File: config.mk
export PLATFORM = sky130hd
export DESIGN_NAME = axi_lite_cfg_master
export DESIGN_NICKNAME = d
export VERILOG_FILES = /design/src/rtl/ac_lite_pkg.sv /design/src/rtl/lite_watchdog.sv /design/src/rtl/axi_lite_cfg_master.sv
export SDC_FILE = /design/constraint.sdc
export NUM_CORES = 1
export LEC_CHECK = 0
export BUFFER_PORTS_ARGS = -buffer_cell sky130_fd_sc_hd__buf_2
export CORE_AREA = 2 2 106 108
export CTS_CLUSTER_SIZE = 24
export DETAILED_ROUTE_END_ITERATION = 6
export DIE_AREA = 0 0 108 110
export PLACE_DENSITY = 0.88
export SLEW_MARGIN = 20
export SYNTH_ARGS = -nofsm -noshare
export SYNTH_HDL_FRONTEND = slang
export SYNTH_SLANG_ARGS = --single-unit
File: constraint.sdc
create_clock -name clk -period 1.8 [get_ports clk]
set_input_delay 0.18 -clock clk [delete_from_list [all_inputs] [get_ports clk]]
set_output_delay 0.18 -clock clk [all_outputs]
set_load 0.01 [all_outputs]
File: src/rtl/ac_lite_pkg.sv
// Shared types and constants for the AXI4-Lite configuration master.
package ac_lite_pkg;

    localparam int unsigned AcDataWidth     = 32;
    localparam int unsigned AcAddrWidth     = 32;
    localparam int unsigned AcTimeoutCycles = 1024;

    localparam logic [1:0] RespOkay   = 2'b00;
    localparam logic [1:0] RespSlverr = 2'b10;

    typedef enum logic [2:0] {
        StIdle,
        StWrReq,
        StWrResp,
        StRdReq,
        StRdData,
        StDone
    } ac_state_e;

    // States in which the master is waiting on the slave and the watchdog runs.
    function automatic logic is_wait_state(input ac_state_e s);
        return (s == StWrReq) || (s == StWrResp) || (s == StRdReq) || (s == StRdData);
    endfunction

endpackage

File: src/rtl/lite_watchdog.sv
// Saturating per-state cycle counter with a sticky expiry flag.
module lite_watchdog #(
    parameter int unsigned TIMEOUT_CYCLES = 1024
) (
    input  logic clk,
    input  logic rst,
    input  logic i_active,
    input  logic i_restart,
    output logic o_expired
);

    localparam int unsigned CntW = $clog2(TIMEOUT_CYCLES + 1);
    localparam logic [CntW-1:0] Limit = CntW'(TIMEOUT_CYCLES);

    logic [CntW-1:0] r_count;
    logic [CntW-1:0] w_count_next;
    logic            r_expired;

    // Count is the 1-based index of the current cycle in a wait state, 0 otherwise.
    always_comb begin
        w_count_next = '0;
        if (i_active) begin
            if (i_restart) begin
                w_count_next = CntW'(1);
            end else if (r_count < Limit) begin
                w_count_next = r_count + CntW'(1);
            end else begin
                w_count_next = r_count;
            end
        end
    end

    always_ff @(posedge clk) begin
        if (rst) begin
            r_count   <= '0;
            r_expired <= 1'b0;
        end else begin
            r_count   <= w_count_next;
            r_expired <= r_expired | (w_count_next >= Limit);
        end
    end

    assign o_expired = r_expired;

endmodule

File: src/rtl/axi_lite_cfg_master.sv
// Single-outstanding AXI4-Lite master turning cmd requests into register reads/writes.
module axi_lite_cfg_master
    import ac_lite_pkg::*;
#(
    parameter int unsigned AXI_DATA_WIDTH = AcDataWidth,
    parameter int unsigned AXI_ADDR_WIDTH = AcAddrWidth,
    parameter int unsigned TIMEOUT_CYCLES = AcTimeoutCycles
) (
    input  logic                        clk,
    input  logic                        rst,
    input  logic                        cmd_valid,
    output logic                        cmd_ready,
    input  logic                        cmd_write,
    input  logic [AXI_ADDR_WIDTH-1:0]   cmd_addr,
    input  logic [AXI_DATA_WIDTH-1:0]   cmd_wdata,
    input  logic [AXI_DATA_WIDTH/8-1:0] cmd_wstrb,
    output logic                        rsp_valid,
    output logic [AXI_DATA_WIDTH-1:0]   rsp_rdata,
    output logic [1:0]                  rsp_resp,
    output logic                        timeout_err,
    output logic                        m_axi_awvalid,
    input  logic                        m_axi_awready,
    output logic [AXI_ADDR_WIDTH-1:0]   m_axi_awaddr,
    output logic [2:0]                  m_axi_awprot,
    output logic                        m_axi_wvalid,
    input  logic                        m_axi_wready,
    output logic [AXI_DATA_WIDTH-1:0]   m_axi_wdata,
    output logic [AXI_DATA_WIDTH/8-1:0] m_axi_wstrb,
    input  logic                        m_axi_bvalid,
    output logic                        m_axi_bready,
    input  logic [1:0]                  m_axi_bresp,
    output logic                        m_axi_arvalid,
    input  logic                        m_axi_arready,
    output logic [AXI_ADDR_WIDTH-1:0]   m_axi_araddr,
    output logic [2:0]                  m_axi_arprot,
    input  logic                        m_axi_rvalid,
    output logic                        m_axi_rready,
    input  logic [AXI_DATA_WIDTH-1:0]   m_axi_rdata,
    input  logic [1:0]                  m_axi_rresp
);

    ac_state_e r_state;
    ac_state_e w_state_next;

    logic [AXI_ADDR_WIDTH-1:0]   r_addr;
    logic [AXI_DATA_WIDTH-1:0]   r_wdata;
    logic [AXI_DATA_WIDTH/8-1:0] r_wstrb;
    logic                        r_aw_done;
    logic                        r_w_done;
    logic [AXI_DATA_WIDTH-1:0]   r_rsp_rdata;
    logic [1:0]                  r_rsp_resp;

    logic w_cmd_hs;
    logic w_aw_hs;
    logic w_w_hs;
    logic w_b_hs;
    logic w_r_hs;

    assign cmd_ready     = (r_state == StIdle) && !rst;
    assign m_axi_awvalid = (r_state == StWrReq) && !r_aw_done;
    assign m_axi_wvalid  = (r_state == StWrReq) && !r_w_done;
    assign m_axi_bready  = (r_state == StWrResp);
    assign m_axi_arvalid = (r_state == StRdReq);
    assign m_axi_rready  = (r_state == StRdData);
    assign m_axi_awaddr  = r_addr;
    assign m_axi_araddr  = r_addr;
    assign m_axi_wdata   = r_wdata;
    assign m_axi_wstrb   = r_wstrb;
    assign m_axi_awprot  = 3'b000;
    assign m_axi_arprot  = 3'b000;
    assign rsp_valid     = (r_state == StDone);
    assign rsp_rdata     = r_rsp_rdata;
    assign rsp_resp      = r_rsp_resp;

    assign w_cmd_hs = cmd_valid && cmd_ready;
    assign w_aw_hs  = m_axi_awvalid && m_axi_awready;
    assign w_w_hs   = m_axi_wvalid && m_axi_wready;
    assign w_b_hs   = m_axi_bvalid && m_axi_bready;
    assign w_r_hs   = m_axi_rvalid && m_axi_rready;

    always_comb begin
        w_state_next = r_state;
        unique case (r_state)
            StIdle: begin
                if (w_cmd_hs) begin
                    w_state_next = cmd_write ? StWrReq : StRdReq;
                end
            end
            StWrReq: begin
                // AW and W may complete in either order or together.
                if ((r_aw_done || w_aw_hs) && (r_w_done || w_w_hs)) begin
                    w_state_next = StWrResp;
                end
            end
            StWrResp: begin
                if (w_b_hs) begin
                    w_state_next = StDone;
                end
            end
            StRdReq: begin
                if (m_axi_arready) begin
                    w_state_next = StRdData;
                end
            end
            StRdData: begin
                if (w_r_hs) begin
                    w_state_next = StDone;
                end
            end
            StDone: begin
                w_state_next = StIdle;
            end
            default: begin
                w_state_next = StIdle;
            end
        endcase
    end

    always_ff @(posedge clk) begin
        if (rst) begin
            r_state     <= StIdle;
            r_addr      <= '0;
            r_wdata     <= '0;
            r_wstrb     <= '0;
            r_aw_done   <= 1'b0;
            r_w_done    <= 1'b0;
            r_rsp_rdata <= '0;
            r_rsp_resp  <= RespOkay;
        end else begin
            r_state <= w_state_next;
            if (w_cmd_hs) begin
                r_addr    <= cmd_addr;
                r_wdata   <= cmd_wdata;
                r_wstrb   <= cmd_wstrb;
                r_aw_done <= 1'b0;
                r_w_done  <= 1'b0;
            end else begin
                if (w_aw_hs) begin
                    r_aw_done <= 1'b1;
                end
                if (w_w_hs) begin
                    r_w_done <= 1'b1;
                end
            end
            if (w_b_hs) begin
                r_rsp_rdata <= '0;
                r_rsp_resp  <= m_axi_bresp;
            end
            if (w_r_hs) begin
                r_rsp_rdata <= m_axi_rdata;
                r_rsp_resp  <= m_axi_rresp;
            end
        end
    end

    lite_watchdog #(
        .TIMEOUT_CYCLES(TIMEOUT_CYCLES)
    ) u_watchdog (
        .clk      (clk),
        .rst      (rst),
        .i_active (is_wait_state(w_state_next)),
        .i_restart(w_state_next != r_state),
        .o_expired(timeout_err)
    );

endmodule
==> impl_results.md, run 1 <==
- Status: finished clean
- Mapped Avg Cell Area: 8.314 µm²
- Final Hold Vio Count: 0
- RSZ-0062 raised after global routing: true
- Vias post-DR: 5,208
- 1st-iter DRT viols: 368
- Inserted Clock Buffers: 17
- PD cells: around 940 nW/µm²
- DP Area: 5823 µm²
- FILL cells: 756
- Clk buf depth: 2
- # diodes: 0
- CTS tree: done
- HP Class: input pin to register
- Period minus WS final: 1.746 ns
- EDFF count, synth: 0
- WHS: approximately 0.055 ns
- Max frequency: between 500 and 600 MHz
- Vias in the first global route: 5,116
- Port Buffers: about 250
- Synthesized flop and latch total: 119
- Routed wire length: 16.52 mm
- Clock-pin slew on the worst setup and hold paths: roughly 0.060 ns
- Power Internal: 0.005161 W
- R2R cell count: 6
- Clock Latency Late Sink: 0.51 ns
- Prevailing post-synth register cell: dfxtp_1
- Period utilization: 0.9699
- Worst setup EP type: register
- Lkg Pwr: 3.466 nW
- Sink Count: 119
- ANT nets after route: 0
- Post-Syn Instances: 560
- # rows: 38
- Final Worst Setup Slack: between 0.05 and 0.06 ns
- DP HPWL: ~8.6 mm
- Die Span X: 108 µm
- Switch Pwr: 0.001850 W
- Worst Setup SP: r_state[0]
- Synth top area share: 0.5117
- Pin count of the biggest net entering global routing: ~110
- Chip height: 110 µm
- CP Data Arrival Time: 2.18 ns
- Switching share of total power: 0.2639
- Dpl ws: -0.0003756 ns
- Final net count: 994
- Post-Syn Area: 4656 µm²
- Final Slew Violations: 0
- CORE AREA: 10,700 µm²
- Max-slew headroom: 0.6640
- Routed wire per std cell: 15.99 µm
- First-pass GRT wire length: between 20 and 25 mm
- Final setup fails: 0
- Area Overhead vs Synth: 60.36%
- Critical path fanouts, max: 33
- Layout cells sized above 1: 0.3471
- Synth area leaders: dfxtp_1 (51%), nand2_1 (12%), a21oi_1 (7.6%)
- Area of the die: ~12,000 µm²
- Initial antenna violation count: 0
- Starting density of the core: 0.4352
- Dominant cell type by area after synthesis: dfxtp_1
- YS warnings: 0
- Reg-to-Reg Start: r_state[0]
- Hold_sp: m_axi_bresp[1]
- Synth unique cells: 37
- RePlAce Congestion: 0.8551
- Worst Hold Depth: 3
- Root Buffer: clkbuf_8
- Crit path launch type: register
- Total of max-cap violations: 0
- Boundary Pins: 261
- Overall Global Routing Usage: 0.2635
- VDD IR max: 0.8236 mV
- Comb pwr share: 0.146
- CTS H-tree depth: 4
- Grt total ovfl: 0
- Final Skew: 0.01030 ns
- Critical Path RT: 2.23 ns
- Worst-margin pin slew: 0.5040 ns
- Final Cell Area: 7466 µm²
- Vias per inst: between 5 and 6
- Asr flop ratio synth: 0
- Sequential share of power: 0.403
- Sequential area share after synthesis: 0.5117
- Clk pwr share: 0.451
- Path type of the worst setup path: register to register
- TritonRoute pass-1 iters: 5
- Number of remaining DRC errors: 0
[cell usage in the layout, fill, tap and decap left out, types with 2 or more instances in the layout]
| master | count |
|---|---|
| o22ai_1 | 2 |
| conb_1 | 6 |
| o21ai_0 | 2 |
| inv_1 | 2 |
| clkinvlp_4 | 3 |
| xnor2_1 | 3 |
| clkinv_4 | 3 |
| and3b_1 | 2 |
| nor2b_1 | 4 |
| dfxtp_1 | 117 |
| buf_12 | 3 |
| clkbuf_8 | 3 |
| nor2b_4 | 2 |
| nand3b_1 | 4 |
| and2_1 | 3 |
| nand3_1 | 2 |
| buf_4 | 11 |
| dlygate4sd3_1 | 104 |
| mux2i_1 | 4 |
| nand4_1 | 2 |
| xor2_1 | 7 |
| nand2_1 | 146 |
| inv_6 | 4 |
| buf_2 | 253 |
| a211oi_1 | 2 |
| nor3_1 | 4 |
| a21oi_1 | 71 |
| nor2_1 | 53 |
| clkbuf_16 | 16 |
| a22oi_1 | 32 |
[cells in the mapped netlist, types with 2 or more instances]
| master | count |
|---|---|
| a211oi_1 | 2 |
| a21oi_1 | 71 |
| a22oi_1 | 33 |
| and2_1 | 4 |
| and3b_1 | 2 |
| buf_2 | 14 |
| buf_4 | 39 |
| clkbuf_1 | 22 |
| dfxtp_1 | 119 |
| inv_1 | 2 |
| mux2i_1 | 4 |
| nand2_1 | 147 |
| nand3_1 | 2 |
| nand3b_1 | 4 |
| nand4_1 | 2 |
| nor2_1 | 54 |
| nor2b_1 | 6 |
| nor3_1 | 4 |
| o21ai_0 | 2 |
| o22ai_1 | 2 |
| xnor2_1 | 3 |
| xor2_1 | 7 |
[critical path: stages (launching register included)]
cell and delay, ns:
dfxtp_1 0.31, buf_4 0.17, nor4_4 0.29, and2_2 0.35, buf_12 0.23, nand2_1 0.11, a21oi_1 0.18
[power groups by stage]
stage               logic [W]  registers [W]  clock network, W
finish                0.00102        0.00282           0.00316
global route          0.00110        0.00284           0.00336
CTS                  0.000975        0.00282           0.00322
detailed placement   0.000790        0.00287                 0
global placement     0.000778        0.00287                 0
floorplan            0.000435        0.00291                 0
[timing repair]
item,in CTS,in global routing
resized for setup,3,7
hold buffers,104,0
buffers inserted,1,0
setup endpoints to repair,14,46
hold endpoints to repair,104,0
[path summary, 6_finish.rpt]
check                                        to  slack, ns
worst max register to register  m_axi_wdata[22]       0.05
worst min-delay path                rsp_resp[1]       0.06
worst min register to register   m_axi_wstrb[1]       0.45
worst max-delay path            m_axi_wdata[22]       0.05
[state kept, by name, summed over array words and instances, names as in the netlist]
name                  count
m_axi_wstrb               4
rsp_resp                  2
rsp_rdata                32
u_watchdog.r_count       11
u_watchdog.o_expired      1
r_w_done                  1
r_state                   3
m_axi_wdata              32
m_axi_araddr             32
r_aw_done                 1
[metrics by stage]
| stage | util | setup TNS [ns] | std cells | total power [W] |
|---|---|---|---|---|
| 3_3_place_gp | 0.5443 | 0 | 896 | 0.003645 |
| 6_report | 0.6979 | 0 | 1033 | 0.007011 |
| 5_1_grt | 0.6979 | -0.008073 | 1033 | 0.007289 |
| 3_5_place_dp | 0.5443 | -0.0003756 | 896 | 0.003663 |
| 2_1_floorplan | - | 0 | 565 | 0.003348 |
| 4_1_cts | 0.6957 | 0 | 1033 | 0.007009 |
[kinds of logic (layout without fill, tap and decap cells)]
| kind of cell | Yosys count | in the layout | share of synthesized area |
|---|---|---|---|
| compound gates | 117 | 117 | 0.1505 |
| xor+xnor | 10 | 10 | 0.01881 |
| fa+ha+maj | 1 | 1 | 0.002687 |
| buf+inv | 78 | 406 | 0.09971 |
| flops | 119 | 119 | 0.5117 |
| mux | 4 | 4 | 0.008600 |
| other cells | 1 | 6 | 0.0008055 |
| simple gates | 230 | 230 | 0.2072 |
[cell type report]
class	count	area, µm²	share of cell area
clock buffers	20	445.4	0.05966
clock inverters	12	118.9	0.01592
inverters	2	7.507	0.001006
multi-input cells	368	1871	0.2505
flip-flops and latches	119	2387	0.3198
well taps	140	175.2	0.02346
repair buffers	372	2461	0.3296
[per-layer routing]
| layer | vias to the layer above | track usage | wire, µm |
|---|---|---|---|
| met4 | 0 | 0.1337 | 492 |
| met3 | 44 | 0.06878 | 1213 |
| met1 | 2434 | 0.2842 | 6194 |
| met5 | - | 0 | 0 |
| met2 | 274 | 0.4771 | 8622 |
| li1 | 2456 | - | - |
No activity file was read; power rests on OpenSTA's default activity.
==> run 2: changes to the inputs <==
--- a/config.mk
+++ b/config.mk
@@ -11,6 +11,7 @@
 export DETAILED_ROUTE_END_ITERATION = 6
 export DIE_AREA = 0 0 108 110
 export PLACE_DENSITY = 0.88
+export RECOVER_POWER = 50
 export SLEW_MARGIN = 20
 export SYNTH_ARGS = -nofsm -noshare
 export SYNTH_HDL_FRONTEND = slang
==> run 2 against run 1 <==
  * Via count increased by 0.33%
  * Flip-flop and latch count unchanged
  * Clock skew decreased by 0.0014 ns
  * Clock-buffer cell count unchanged
  * Critical path depth unchanged
  * Register-to-register slack about the same
  * Combinational power about the same
  * Global-route usage unchanged
  * Largest cell class is now sequential cells
==> impl_results.md, run 2 (same netlist as run 1, synthesis figures left out) <==
- Status: finished clean
- TritonRoute pass-1 iters: 5 (unchanged)
- Overall Global Routing Usage: 0.2635 (unchanged)
- Crit path buffers/inverters: 2 (unchanged)
- Layout cells sized above 1: 0.2038 (-0.1433)
- Critical Path RT: 2.23 ns (about the same)
- Starting density of the core: 0.4352 (unchanged)
- Critical path fanouts, max: 33 (unchanged)
- Vias in the first global route: 5,116 (unchanged)
- RSZ-0062 raised after global routing: true
- Final Hold Vio Count: 0 (unchanged)
- Max frequency: 574.8 MHz (+0.34%)
- Vias post-DR: 5,225 (+0.33%)
- PD cells: 956.0 nW/µm² (+1.8%)
- Worst-margin pin slew: 0.5011 ns (-0.002873 ns)
- Final Worst Setup Slack: 0.06019 ns (+0.005929 ns)
- 1st-iter DRT viols: 349 (-5.2%)
- Worst setup EP type: register
- Final Cell Area: 7306 µm² (-2.1%)
- # diodes: 0 (unchanged)
- WP depth: 6 (unchanged)
- Routed wire per std cell: 16.06 µm (+0.38%)
- ANT nets after route: 0 (unchanged)
- Setup TNS: 0 ns (unchanged)
- Total placed cells including tap cells: 896 (unchanged)
- Lkg Pwr: 2.924 nW (-16%)
- Clock Latency Late Sink: 0.51 ns (about the same)
- Cell Chain, Critical Path: buf_4 > nor4_4 > and2_2 > buf_12 > nand2_1 > a21oi_1
- Area Overhead vs Synth: 56.92%
- Worst Hold Depth: 3 (unchanged)
- Final net count: 994 (unchanged)
- Grt total ovfl: 0 (unchanged)
- HP Class: input pin to register
- Pin count of the biggest net entering global routing: 111 (unchanged)
- Period utilization: 0.9666 (-0.003294)
- Path type of the worst setup path: register to register
- Final setup fails: 0 (unchanged)
- Area of the die: 11,880 µm² (unchanged)
- Port Buffers: 254 (unchanged)
- Boundary Pins: 261 (unchanged)
- Period minus WS final: 1.740 ns (-0.005929 ns)
- CTS H-tree depth: 4 (unchanged)
- Final Non-Filler Cells: 1,033 (unchanged)
- CP Data Arrival Time: 2.17 ns (about the same)
- Number of remaining DRC errors: 0 (unchanged)
- Initial antenna violation count: 0 (unchanged)
- Dpl ws: -0.0003756 ns (unchanged)
- Clk buf depth: 2 (unchanged)
- Crit-path slowest cell: and2_2
- # rows: 38 (unchanged)
- Most frequent cells in the layout: nand2_1 (146), clkbuf_1 (129), buf_2 (125), dfxtp_1 (117), dlygate4sd3_1 (104)
- First-pass GRT wire length: 24.48 mm (unchanged)
- CORE AREA: 10,700 µm² (unchanged)
- Die Span X: 108 µm (unchanged)
- FILL cells: 855 (+13%)
- Largest stage delay, worst path: 0.35 ns (about the same)
- Clock-pin slew on the worst setup and hold paths: 0.06 ns (about the same)
- RePlAce Congestion: 0.8551 (unchanged)
- DP HPWL: 8.562 mm (unchanged)
- Inserted Clock Buffers: 17 (unchanged)
- Max-slew headroom: 0.6659 (+0.001916)
- Chip height: 110 µm (unchanged)
- VDD IR max: 0.8200 mV (-0.44%)
- Vias per inst: 5.058 (+0.33%)
- R2R cell count: 6 (unchanged)
- Sink Count: 119 (unchanged)
- Final Slew Violations: 0 (unchanged)
- CTS tree: done
- DP Area: 5823 µm² (unchanged)
- Most common cell after layout, fill and taps aside: nand2_1
- Delay-heaviest family, CP: simple AND/OR/NAND/NOR gates
- Total of max-cap violations: 0 (unchanged)
- Crit path launch type: register
- Routed wire length: 16.59 mm (+0.38%)
- Root Buffer: clkbuf_8
- Final Skew: 0.008911 ns (-0.001386 ns)
==> run 2: changes by cell type in the layout (fill, tap and decap cells not counted) <==
cell      change
buf_2       -128
clkbuf_1    +128
==> run 2: area by class of cell <==
cell class	instances	area (µm²)	share of cell area
clock buffer	20	445.4	0.06097
timing repair buffer	372	2301	0.3150
multi-input combinational	368	1871	0.2560
tap	140	175.2	0.02398
clock inverter	12	118.9	0.01627
inverter	2	7.507	0.001028
sequential	119	2387	0.3268
==> run 2: what timing repair did <==
item | CTS | global route
gates resized for setup | 3 | 7
hold endpoints to repair | 104 | 0
hold buffers | 104 | 0
endpoints found under the setup margin | 14 | 46
buffers inserted | 1 | 0
==> run 2: path summary, 6_finish.rpt <==
path	endpoint	slack (ns)	startpoint
worst max register to register	m_axi_wdata[22]	0.06	r_state[0]
worst min-delay path	rsp_resp[1]	0.05	m_axi_bresp[1]
worst max-delay path	m_axi_wdata[22]	0.06	r_state[0]
worst min register to register	m_axi_wstrb[0]	0.45	m_axi_wstrb[0]
==> run 2: metal layers <==
metal  up-vias  routed length, µm  track usage  part of all wire
li1       2456                  -            -                 -
met4         0                603       0.1337             0.036
met1      2422               6236       0.2842              0.38
met5         -                  0            0                 0
met2       293               8515       0.4771              0.51
met3        54               1230      0.06878             0.074
==> run 2: tightest hold or removal path, cell delays in order <==
cell      delay (ns)
buf_2           0.10
mux2i_1         0.14
a211oi_1        0.09
==> run 2: stage by stage <==
step	total power, W	util	hold slack (ns)
5_1_grt	0.007258	0.6829	0.04095
6_report	0.006984	0.6829	0.05314
3_5_place_dp	0.003663	0.5443	0.4266
3_3_place_gp	0.003645	0.5443	0.4199
4_1_cts	0.007009	0.6957	0.01945
2_1_floorplan	0.003348	-	0.3160
==> run 2: where the power goes <==
group,total [W],switching [W],internal (W)
logic,0.000989,0.000531,0.000458
registers,0.00283,0.0000822,0.00275
clock network,0.00317,0.00124,0.00192
